--- config.mk ---
export PLATFORM = sky130hd
export DESIGN_NAME = axrm16_error_monitor
export DESIGN_NICKNAME = d
export VERILOG_FILES = /design/src/rtl/axrm16_error_monitor.sv
export SDC_FILE = /design/constraint.sdc
export NUM_CORES = 1
export LEC_CHECK = 0
export BUFFER_PORTS_ARGS = -buffer_cell sky130_fd_sc_hd__buf_2
export CAP_MARGIN = 20
export CORE_ASPECT_RATIO = 1.4
export CORE_MARGIN = 1.5
export CORE_UTILIZATION = 62
export CTS_CLUSTER_SIZE = 28
export DETAILED_ROUTE_END_ITERATION = 12
export GPL_ROUTABILITY_DRIVEN = 0
export GPL_TIMING_DRIVEN = 0
export PLACE_DENSITY_LB_ADDON = 0.08
export SYNTH_ARGS = -nofsm -noshare
export SYNTH_HDL_FRONTEND = slang
export SYNTH_SLANG_ARGS = --single-unit
--- constraint.sdc ---
create_clock -name clk -period 6.77 [get_ports clk]
set_clock_uncertainty 0.05 [all_clocks]
set_input_delay 0.677 -clock clk [delete_from_list [all_inputs] [get_ports clk]]
set_output_delay 0.677 -clock clk [all_outputs]
set_load 0.1 [all_outputs]
--- src/rtl/axrm16_error_monitor.sv ---
// Error-statistics monitor for the 16x16 approximate recursive multiplier.
// Each sample runs a 2-stage pipeline: the exact product, then the ED and the stats update.
module axrm16_error_monitor #(
  parameter int CNT_W = 16,
  parameter int SUM_W = 48
) (
  input  logic             clk,
  input  logic             rst_n,
  input  logic             start,
  input  logic [CNT_W-1:0] num_samples,
  input  logic             in_valid,
  output logic             in_ready,
  input  logic [15:0]      a,
  input  logic [15:0]      b,
  input  logic [31:0]      approx,
  output logic             busy,
  output logic             stats_valid,
  input  logic             stats_ack,
  output logic [CNT_W-1:0] sample_cnt,
  output logic [CNT_W-1:0] err_cnt,
  output logic [SUM_W-1:0] ed_sum,
  output logic [31:0]      ed_max,
  output logic             sum_sat
);

  typedef enum logic [1:0] {IDLE, RUN, DRAIN, REPORT} state_t;

  state_t           state_reg, state_next;
  logic [CNT_W-1:0] num_reg, acc_reg;
  logic [31:0]      s1_exact_reg, s1_approx_reg;
  logic             s1_valid_reg;
  logic [CNT_W-1:0] sample_cnt_reg, err_cnt_reg;
  logic [SUM_W-1:0] ed_sum_reg;
  logic [31:0]      ed_max_reg;
  logic             sum_sat_reg;

  logic             start_ok, xfer, last_xfer;
  logic [31:0]      exact;
  logic [32:0]      diff_pos, diff_neg;
  logic [31:0]      ed;
  logic [SUM_W:0]   sum_ext;

  assign start_ok  = start && ((state_reg == IDLE) || (state_reg == REPORT));
  assign in_ready  = (state_reg == RUN) && (acc_reg < num_reg);
  assign xfer      = in_valid && in_ready;
  assign last_xfer = xfer && ((acc_reg + CNT_W'(1)) == num_reg);
  assign exact     = {16'b0, a} * {16'b0, b};

  // ED is |exact - approx|; the sign bit of the 33-bit difference picks which side is larger.
  assign diff_pos = {1'b0, s1_exact_reg} - {1'b0, s1_approx_reg};
  assign diff_neg = {1'b0, s1_approx_reg} - {1'b0, s1_exact_reg};
  assign ed       = diff_pos[32] ? diff_neg[31:0] : diff_pos[31:0];
  assign sum_ext  = {1'b0, ed_sum_reg} + (SUM_W+1)'(ed);

  always_comb begin
    state_next = state_reg;
    case (state_reg)
      IDLE:   if (start) state_next = (num_samples == '0) ? REPORT : RUN;
      RUN:    if (last_xfer) state_next = DRAIN;
      DRAIN:  state_next = REPORT;
      REPORT: begin
        if (start)          state_next = (num_samples == '0) ? REPORT : RUN;
        else if (stats_ack) state_next = IDLE;
      end
      default: state_next = IDLE;
    endcase
  end

  always_ff @(posedge clk or negedge rst_n) begin
    if (!rst_n) begin
      state_reg      <= IDLE;
      num_reg        <= '0;
      acc_reg        <= '0;
      s1_exact_reg   <= '0;
      s1_approx_reg  <= '0;
      s1_valid_reg   <= 1'b0;
      sample_cnt_reg <= '0;
      err_cnt_reg    <= '0;
      ed_sum_reg     <= '0;
      ed_max_reg     <= '0;
      sum_sat_reg    <= 1'b0;
    end else begin
      state_reg <= state_next;
      if (start_ok) begin
        num_reg        <= num_samples;
        acc_reg        <= '0;
        s1_valid_reg   <= 1'b0;
        sample_cnt_reg <= '0;
        err_cnt_reg    <= '0;
        ed_sum_reg     <= '0;
        ed_max_reg     <= '0;
        sum_sat_reg    <= 1'b0;
      end else begin
        s1_valid_reg <= xfer;
        if (xfer) begin
          s1_exact_reg  <= exact;
          s1_approx_reg <= approx;
          acc_reg       <= acc_reg + CNT_W'(1);
        end
        if (s1_valid_reg) begin
          sample_cnt_reg <= sample_cnt_reg + CNT_W'(1);
          if (ed != 32'd0) err_cnt_reg <= err_cnt_reg + CNT_W'(1);
          if (ed > ed_max_reg) ed_max_reg <= ed;
          // A carry out of the sum means the true total no longer fits: pin at all-ones.
          if (sum_ext[SUM_W]) begin
            ed_sum_reg  <= '1;
            sum_sat_reg <= 1'b1;
          end else begin
            ed_sum_reg <= sum_ext[SUM_W-1:0];
          end
        end
      end
    end
  end

  assign busy        = (state_reg == RUN) || (state_reg == DRAIN);
  assign stats_valid = (state_reg == REPORT);
  assign sample_cnt  = sample_cnt_reg;
  assign err_cnt     = err_cnt_reg;
  assign ed_sum      = ed_sum_reg;
  assign ed_max      = ed_max_reg;
  assign sum_sat     = sum_sat_reg;

endmodule

==> results.json <==
{
  "status": "completed",
  "fin_tns_setup_ns": 0,
  "nNetsFinal": 3528,
  "fin_crit_ns": 6.55,
  "rrSetupSlack_ns": 0.22,
  "avgSynthCellArea_um2": 8.53,
  "r2r_cells": 26,
  "cts_made_buffers": 22,
  "syn_nets": 3312,
  "cp-startpoint": "s1_exact_reg[0]",
  "track_usage": 0.330,
  "clkLatencyLatePin_ns": 0.56,
  "post-route-util": 0.702,
  "fmax_mhz": 153,
  "timing.rr.end": "ed_sum[43]",
  "drv_cap": 0,
  "cts_sinks": 212,
  "final_common_cell": "inv_1",
  "crit_type": "reg2reg",
  "worst_slew_pin_slew_ns": 0.933,
  "synth_top_area_share": 0.224,
  "synth_top_area_cell": "dfrtp_1",
  "mostFrequentLayoutCells": "inv_1, nand2_1, ha_1",
  "hold_viol_final": 0,
  "grt_pass1_vias": 20900,
  "cp_slowest_stage_delay_ns": 0.48,
  "synth_edf_count": 0,
  "ys_seq_area_frac": 0.224,
  "wl_per_cell_um": 18.6,
  "synthAdderAreaFrac": 0.301,
  "rows": 84,
  "drtIter0Drc": 1351,
  "finalSetupViolCount": 0,
  "synth-simple-area-share": 0.171,
  "largest_reg_flops": 48,
  "drive_gt1_frac": 0.113,
  "cts_tree": "built",
  "drc_errors": 0,
  "synthMuxAreaShare": 0.0119,
  "slowest_stage": "a311o_2",
  "vias_per_cell": 5.90,
  "synth-seq-cells": 212,
  "first_pass_iters": 5,
  "slew_headroom": 0.378,
  "yosys_warnings": 0,
  "ctsRootBufferMaster": "clkbuf_16",
  "wl_um": 64900,
  "hold_buffers": 0,
  "async_flop_share": 1.00,
  "overflow": 0,
  "start_util": 0.629,
  "route.vias.total": 20600,
  "rsz0062_at_grt": "yes",
  "cp-start-kind": "register",
  "ios": 201,
  "synth_area_leaders": "dfrtp_1, fa_1, ha_1",
  "finalMaxSlewViolations": 0,
  "core_region_area_um2": 37600,
  "syn_area_um2": 23700,
  "synth_compound_area_frac": 0.158,
  "clk_pin_slew_ns": 0.06,
  "ant_nets": 0,
  "period_share": 0.967,
  "critPathMaxFanout": 10,
  "synth_top_family_by_area": "adder cells",
  "clockBufferDepth": 3,
  "crit_arrival_ns": 6.90,
  "port-buffer-count": 200,
  "htreeDepth": 1,
  "die_w_um": 168,
  "syn_inst": 2775,
  "die_h_um": 234,
  "yosysUniqueCellTypes": 75,
  "area_delta_synth_final_pct": 11.6,
  "hold_slack_ns": 0.0676,
  "grt_first_pass_wirelength_um": 103000,
  "rr_startpoint": "s1_exact_reg[0]",
  "dp_hpwl_um": 53300,
  "die_area_um2": 39400,
  "grt_max_degree": 113,
  "critPathCaptureType": "register",
  "synth_xor_area_frac": 0.0525,
  "final.fill_count": 3065,
  "hp-class": "in2async",
  "required_ns": 7.12,
  "dominantRegCellSynth": "dfrtp_1",
  "antenna_found_initial": 5
}
[how the worst max path moves through the flow]
stage,end,cells past startpoint
5_1_grt,ed_sum[26],27
4_1_cts,s1_exact_reg[30],26
3_3_place_gp,ed_sum[41],29
6_report,ed_sum[43],26
3_5_place_dp,ed_sum[26],29
2_1_floorplan,s1_exact_reg[30],25
[cells by family after synthesis]
family / Yosys count
compound gates: 608
xor+xnor: 142
fa+ha+maj: 452
buf+inv: 495
flops: 212
mux: 28
simple gates: 838
[cell type report]
type / count / area, um^2 / area share
sequential: 212 / 5310 / 0.201
buffer: 114 / 591 / 0.0224
tap: 473 / 592 / 0.0224
antenna: 5 / 12.5 / 0.000474
clock buffer: 23 / 564 / 0.0214
clock inverter: 17 / 254 / 0.00962
multi-input combinational: 2068 / 16600 / 0.630
inverter: 368 / 1380 / 0.0523
timing repair buffer: 205 / 1080 / 0.0410
[synthesized netlist by cell type (32+ instances only)]
cell type and instances:
ha_1 255, a21o_1 63, a211oi_1 37, nand2_1 330, and2_1 131, dfrtp_1 212
a21oi_1 162, nor2_1 144, fa_1 197, nand3_1 53, nand4_1 32, o21ai_0 188
xnor2_1 67, xor2_1 75, inv_1 368, clkbuf_1 103
[per-layer routing]
| layer | vias to the layer above | share of wire | global-route usage |
|---|---|---|---|
| li1 | 9643 | - | - |
| met1 | 9993 | 0.37 | 0.357 |
| met2 | 720 | 0.53 | 0.631 |
| met3 | 211 | 0.047 | 0.0332 |
| met4 | 2 | 0.055 | 0.181 |
| met5 | - | 0.00017 | 0 |
[worst max-delay path: cells and delay by family (launching register included)]
family | cells | cell delay, ns
fa+ha+maj | 3 | 0.87
xor+xnor | 2 | 0.36
mux | 1 | 0.20
buf+inv | 5 | 0.65
compound gates | 9 | 2.43
flops | 1 | 0.38
simple gates | 6 | 1.43
[stage by stage]
step | area, um^2 | cells | setup WS [ns]
final | 26400 | 3485 | 0.224
after global routing | 26400 | 3484 | -0.00778
after floorplan | 23700 | 2775 | 0.130
after global placement | 25300 | 3448 | -1.20
after CTS | 26200 | 3482 | 0.0181
after detailed placement | 25300 | 3449 | -1.32
[what timing repair did]
item	CTS	global route
pin swaps	3	6
hold endpoints to repair	0	0
setup endpoints to repair	81	72
gates cloned	0	0
resized for setup	47	85
buffers inserted	3	1
Power is not shown: default switching activity piles up to over one toggle a cycle in this logic, so the estimate is an artifact.
